$ cat config.mk
export PLATFORM = sky130hd
export DESIGN_NAME = three_input_demorgan_sweep
export DESIGN_NICKNAME = d
export VERILOG_FILES = /design/src/rtl/three_input_demorgan_sweep.sv
export SDC_FILE = /design/constraint.sdc
export NUM_CORES = 1
export LEC_CHECK = 0
export CORE_MARGIN = 3
export CORE_UTILIZATION = 54
export DETAILED_ROUTE_END_ITERATION = 8
export GPL_ROUTABILITY_DRIVEN = 0
export PLACE_DENSITY = 0.8
export SLEW_MARGIN = 30
export SYNTH_ARGS = -nofsm -noshare
export SYNTH_HDL_FRONTEND = slang
export SYNTH_SLANG_ARGS = --single-unit
$ cat constraint.sdc
create_clock -name clk -period 4.5 [get_ports clk]
set_input_delay 0.675 -clock clk [delete_from_list [all_inputs] [get_ports clk]]
set_output_delay 0.675 -clock clk [all_outputs]
set_load 0.005 [all_outputs]
$ cat src/rtl/three_input_demorgan_sweep.sv
// ============================================================================
// Module      : three_input_demorgan_sweep
// Description : Sweeps every N-bit vector through one of two De Morgan laws.
//               A two-stage pipeline compares the two sides of the law for
//               each vector. It counts mismatches and records the first
//               failing vector. A single-vector fault can be injected on the
//               right-hand side to exercise the checker.
// Revision    : 1.0 - initial release
// ============================================================================
`default_nettype none

module three_input_demorgan_sweep #(
  parameter int N = 3
) (
  input  logic         clk,
  input  logic         rst,
  input  logic         start,
  input  logic         mode,
  input  logic         fault_en,
  input  logic [N-1:0] fault_vec,
  output logic         busy,
  output logic         done,
  output logic         pass,
  output logic [N:0]   err_count,
  output logic [N-1:0] first_fail,
  output logic [N-1:0] vec,
  output logic         lhs,
  output logic         rhs
);

  localparam logic [N-1:0] VEC_MAX = '1;
  localparam logic [N:0]   ERR_ONE = (N+1)'(1);

  typedef enum logic [2:0] {
    S_IDLE   = 3'd0,
    S_SWEEP  = 3'd1,
    S_DRAIN1 = 3'd2,
    S_DRAIN2 = 3'd3,
    S_DONE   = 3'd4
  } state_t;

  state_t       state_q, state_d;
  logic [N-1:0] vec_q, vec_d;
  logic         mode_q, mode_d;
  logic         fault_en_q, fault_en_d;
  logic [N-1:0] fault_vec_q, fault_vec_d;
  logic         lhs_q, lhs_d;
  logic         rhs_q, rhs_d;
  logic         s1_valid_q, s1_valid_d;
  logic [N-1:0] s1_vec_q, s1_vec_d;
  logic [N:0]   err_count_q, err_count_d;
  logic [N-1:0] first_fail_q, first_fail_d;
  logic         pass_q, pass_d;

  logic         w_lhs;
  logic         w_rhs;

  // Stage-1 law evaluation on the applied vector, with optional fault on rhs
  always_comb begin
    w_lhs = mode_q ? ~(|vec_q) : ~(&vec_q);
    w_rhs = mode_q ? &(~vec_q) : |(~vec_q);
    if (fault_en_q && (vec_q == fault_vec_q)) begin
      w_rhs = ~w_rhs;
    end
  end

  // Next-state, pipeline and result-accumulation logic
  always_comb begin
    state_d      = state_q;
    vec_d        = vec_q;
    mode_d       = mode_q;
    fault_en_d   = fault_en_q;
    fault_vec_d  = fault_vec_q;
    lhs_d        = lhs_q;
    rhs_d        = rhs_q;
    s1_vec_d     = s1_vec_q;
    err_count_d  = err_count_q;
    first_fail_d = first_fail_q;
    pass_d       = pass_q;

    // Stage 1 only captures vectors applied while sweeping, so the held
    // final vector during drain is never counted twice.
    s1_valid_d = (state_q == S_SWEEP);
    if (state_q == S_SWEEP) begin
      lhs_d    = w_lhs;
      rhs_d    = w_rhs;
      s1_vec_d = vec_q;
    end

    // Stage 2: tally mismatches and remember the first one
    if (s1_valid_q && (lhs_q != rhs_q)) begin
      err_count_d = err_count_q + ERR_ONE;
      if (err_count_q == '0) begin
        first_fail_d = s1_vec_q;
      end
    end

    case (state_q)
      S_IDLE: begin
        if (start) begin
          state_d      = S_SWEEP;
          mode_d       = mode;
          fault_en_d   = fault_en;
          fault_vec_d  = fault_vec;
          vec_d        = '0;
          err_count_d  = '0;
          first_fail_d = '0;
          pass_d       = 1'b0;
        end
      end
      S_SWEEP: begin
        if (vec_q == VEC_MAX) begin
          state_d = S_DRAIN1;
        end else begin
          vec_d = vec_q + 1'b1;
        end
      end
      S_DRAIN1: state_d = S_DRAIN2;
      S_DRAIN2: begin
        state_d = S_DONE;
        pass_d  = (err_count_d == '0);
      end
      S_DONE:   state_d = S_IDLE;
      default:  state_d = S_IDLE;
    endcase
  end

  // State and datapath registers, cleared asynchronously by reset
  always_ff @(posedge clk or posedge rst) begin
    if (rst) begin
      state_q      <= S_IDLE;
      vec_q        <= '0;
      mode_q       <= 1'b0;
      fault_en_q   <= 1'b0;
      fault_vec_q  <= '0;
      lhs_q        <= 1'b0;
      rhs_q        <= 1'b0;
      s1_valid_q   <= 1'b0;
      s1_vec_q     <= '0;
      err_count_q  <= '0;
      first_fail_q <= '0;
      pass_q       <= 1'b0;
    end else begin
      state_q      <= state_d;
      vec_q        <= vec_d;
      mode_q       <= mode_d;
      fault_en_q   <= fault_en_d;
      fault_vec_q  <= fault_vec_d;
      lhs_q        <= lhs_d;
      rhs_q        <= rhs_d;
      s1_valid_q   <= s1_valid_d;
      s1_vec_q     <= s1_vec_d;
      err_count_q  <= err_count_d;
      first_fail_q <= first_fail_d;
      pass_q       <= pass_d;
    end
  end

  // Output decode
  always_comb begin
    busy       = (state_q == S_SWEEP) || (state_q == S_DRAIN1) ||
                 (state_q == S_DRAIN2);
    done       = (state_q == S_DONE);
    pass       = pass_q;
    err_count  = err_count_q;
    first_fail = first_fail_q;
    vec        = vec_q;
    lhs        = lhs_q;
    rhs        = rhs_q;
  end

endmodule

`default_nettype wire

# Word-level counts from Yosys, hierarchy flattened
# Index checks and enable logic that the tools add are counted.
# word_totals
regBits,25
in_bits,8
elab_cells,63
# classes
add_sub_neg,2
n_eq_ne,10
mux,18
n_bitwise,4
reduce_logical,17
# op_table
operator,n
$mux 3,8
$mux 4,3
$pmux 3 s4,1
$reduce_and 3->1,3
$logic_not 4->1,2
$eq 3x2->1 const B,2
$eq 3x3->1 const B,2
$pmux 3 s2,1
$reduce_and 2->1,3
$reduce_or 3->1,2
$add 4x1->4 const B,1
$mux 1,4
$ne 2x2->1 const B,2
$reduce_bool 2->1,2
$add 3x1->3 const B,1
$eq 3x1->1 const B,1
$eq 3x3->1,1
$logic_not 3->1,1
$not 1->1,3
$not 3->3,1
$logic_and 1x1->1,2
$logic_or 1x1->1,2
$ne 2x1->1 const B,1
$pmux 1 s2,1
$ne 1x1->1,1

# Depth between registers and ports, before layout
# depth
ltp_word,5
depth_mapped,6

# Worst setup path after synthesis
# Ideal clock, no wire load.
# synth_path
path_type,input to register
start,input start
end,register fault_vec_q[0]
arrival_ns,1.617
t_required_ns,4.375
setup_slack_ns,2.758
path_stages,4
cell_sequence,or3b_4 > nor2_8 > buf_6 > mux2_4
# synth_via
elab_chain_cells,1
# synth_rtl
element,line_no,rtl
"start, declared",17,"input logic start,"
$reduce_and 2->1 (no source line),n/a,
"end signal, assigned",148,fault_vec_q <= fault_vec_d;
"end, declared",46,"logic [N-1:0] fault_vec_q, fault_vec_d;"
# No other way between the ends.
# A chain may end at the register's enable or synchronous reset.

# Worst setup path in the final report
# layout_path
start,register state_q[2]
end,output done
# layout_via
elab_chain_cells,1
# layout_rtl
element,line_no,rtl
"start, declared",42,"state_t state_q, state_d;"
"start signal, assigned",144,state_q <= state_d;
$eq 3x3->1,163,done = (state_q == S_DONE);
"end, declared",22,"output logic done,"
# No other way between the ends.

==> results.sh <==
export IMPL_syn_inst=101
export IMPL_met2WireLength_mm=1.12
export IMPL_crit_family="flip-flops"
export IMPL_place_port_buffers=22
export IMPL_cts_resized=0
export IMPL_finalMaxSlewViolations=0
export IMPL_synth_xor_area_share_pct=6.23
export IMPL_grt_usage_pct=17.9
export IMPL_p_per_area_nw_per_um2=715
export IMPL_drt_vias_per_instance=5.32
export IMPL_yosysUniqueCellTypes=33
export IMPL_min_period_ps=2300
export IMPL_clock_path_buffers=2
export IMPL_cts_clk_slew_worst_paths_ps=120
export IMPL_synth_top_area_share_pct=50.3
export IMPL_rr_worst_depth=5
export IMPL_die_h_um=54.0
export IMPL_initialDrtViolationCount=13
export IMPL_clock_sinks=25
export IMPL_drc=0
export IMPL_area_growth_pct=21.0
export IMPL_r2r_slack_ps=2770
export IMPL_r2r_start="vec[0]$_DFFE_PP0P_"
export IMPL_ys_flop_type="dfrtp_1"
export IMPL_critPathMaxFanout=8
export IMPL_synth_top_family_by_area="simple AND/OR/NAND/NOR gates"
export IMPL_fin_crit_sh_pct=51.2
export IMPL_yosys_top_cells_area="dfrtp_1 50%, ha_1 5.0%, mux2_4 4.8%"
export IMPL_r2r_end="rhs$_DFFE_PP0P_"
export IMPL_syn_area_per_cell_um2=12.3
export IMPL_drive_gt1_share_pct=16.8
export IMPL_end_kind="output port"
export IMPL_holdBufCountCts=0
export IMPL_grt_pass1_vias=850
export IMPL_yosys_area_share_simple_pct=16.2
export IMPL_insertion_delay_ps=300
export IMPL_synth_edff_count=0
export IMPL_holdCritStartpoint="fault_en_q$_DFFE_PP0P_"
export IMPL_critPathKind="flop to output port"
export IMPL_cp_slowest_stage_delay_ps=630
export IMPL_yosysWarnings=0
export IMPL_final_hold_viol_count=0
export IMPL_synth_commonest_cells="25 x dfrtp_1, 12 x nor2_1"
export IMPL_cts_buffers=3
export IMPL_n_fill_cell=148
export IMPL_tightest_slew_ps=504
export IMPL_yosysMostFrequentCell="dfrtp_1"
export IMPL_setup_violations=0
export IMPL_routed_wl_met3_um=76
export IMPL_cp_buffers_inverters=1
export IMPL_crit_chain="and2_1 > clkdlybuf4s50_1"
export IMPL_crit_path_start_kind="flop"
export IMPL_drt_wl_total_mm=2.20
export IMPL_htreeDepth=1
export IMPL_synth_compound_area_share_pct=4.82
export IMPL_worstPathArrival_ps=1630
export IMPL_synth_largest_area_cell="dfrtp_1"
export IMPL_grt_max_degree=26
export IMPL_start_util_pct=60.4
export IMPL_synthMuxAreaShare_pct=14.5
export IMPL_maxCapViolCount=0
export IMPL_status="finished clean"
export IMPL_core_area_um2=2060
export IMPL_wl_met1_um=998
export IMPL_power_leakage_nw=0.697
export IMPL_postCtsSetupBuffers=0
export IMPL_timing_critical_path_from="state_q[2]$_DFFE_PP0P_"
export IMPL_die_area_um2=2920
export IMPL_overflow=0
export IMPL_antenna_cells=0
export IMPL_cts_tree="done"
export IMPL_rsz0062_at_grt="no"
export IMPL_holdPathEnd="fault_en_q$_DFFE_PP0P_"
export IMPL_vdd_drop_max_mv=0.437
export IMPL_cpMaxStageDelayCell="dfrtp_1"
export IMPL_synth_seq_cells=25
export IMPL_postRouteAntennaNets=0
export IMPL_power_w=0.00108
export IMPL_io_pins=23
export IMPL_async_flop_share_pct=100
export IMPL_cp_data_required_time_ps=3830
export IMPL_dr_pass1_iters=4
export IMPL_ys_seq_area_share_pct=50.3
export IMPL_yosys_area_share_adder_pct=5.03
export IMPL_dp_hpwl_mm=1.66
export IMPL_relSlewSlack_pct=66.3
export IMPL_die_x_um=54.0
export IMPL_grt_pass1_wl_mm=3.75
export IMPL_fp_row_count=16
export IMPL_wire_per_inst_um=14.5
export IMPL_antenna_found_initial=0
export IMPL_fmax_mhz=434
export IMPL_syn_area_um2=1240
export IMPL_routed_top_layer="met4"
export IMPL_synth_nets=114
export IMPL_finClkSkew_ps=1.28
export IMPL_vias=808
export IMPL_hold_depth=1
export IMPL_worstHoldPathType="flop to flop"
export IMPL_nNetsFinal=139
export IMPL_root_buffer="clkbuf_4"
export IMPL_setup_tns_ps=0
## worst max path at each step
stage | endpoint | cells past startpoint
detailed placement | vec[0]$_DFFE_PP0P_ | 5
floorplan | fault_vec_q[0]$_DFFE_PP0P_ | 4
CTS | done | 2
global placement | fault_en_q$_DFFE_PP0P_ | 4
global route | done | 3
finish | done | 2
## cells in the final DEF (no fill, tap or decap), drive strengths merged
cell type,Yosys,routed
dfrtp,25,25
nor2b,1,1
nand3b,2,2
or3b,2,2
nand2b,1,1
xnor2,5,5
nor3b,1,1
a21oi,4,4
ha,5,5
inv,5,5
clkbuf,0,4
mux2,12,12
nand3,3,3
o21bai,1,1
and2b,1,1
xor2,3,3
o21ai,1,1
mux2i,3,3
nor2,14,14
nand2,3,3
a41o,1,1
nand4,2,2
and2,1,1
clkdlybuf4s50,0,22
a22o,2,2
and3,1,1
## cells by family after synthesis
kind of cell / after synthesis
XOR/XNOR: 8
flip-flops: 25
AND/OR/NAND/NOR: 32
adder cells (fa/ha/maj): 5
multiplexers: 15
AO/OA/AOI/OAI: 9
buffers and inverters: 7
## flip-flops by register name, indices dropped and copies added, names as in the netlist, 3 cells and up
signal,flops
err_count,4
fault_vec_q,3
first_fail,3
s1_vec_q,3
state_q,3
vec,3
## worst reg2reg max path: stages (launching register included)
cell,delay (ps)
dfrtp_1,490
ha_1,240
ha_1,230
o21ai_0,290
xnor2_1,120
mux2_2,260
## area by class of cell
type                    instances  area [um2]  area share, %
inverters                       5        18.8           1.25
multi-input cells              69         582           38.6
clock buffers                   4        26.3           1.74
flip-flops and latches         25         626           41.5
repair buffers                 22         220           14.6
well taps                      27        33.8           2.24
## where the power goes
| part | leakage, nW | switching (W) | internal (W) |
|---|---|---|---|
| clock network | 0.0150 | 0.0000601 | 0.0000345 |
| logic | 0.370 | 0.000217 | 0.000331 |
| registers | 0.312 | 0.000109 | 0.000325 |
## layer usage
metal	track usage, %	up-vias
met5	0	-
met4	4.98	0
met3	2.49	2
met2	30.6	14
met1	23.8	403
li1	-	389
## through the flow
stage                     worst slack [ps]  cell area, um2  utilization (%)  cells  hold WS (ps)
final                                 2200            1510             73.1    152           523
after global routing                  2110            1510             73.1    152           544
after CTS                             2190            1510             73.1    152           533
after detailed placement              2220            1480             71.8    148           506
after global placement                2250            1480             71.8    148           495
after floorplan                       2760            1240                -    101           458
Note: power is estimated with default switching activity, not from simulation.
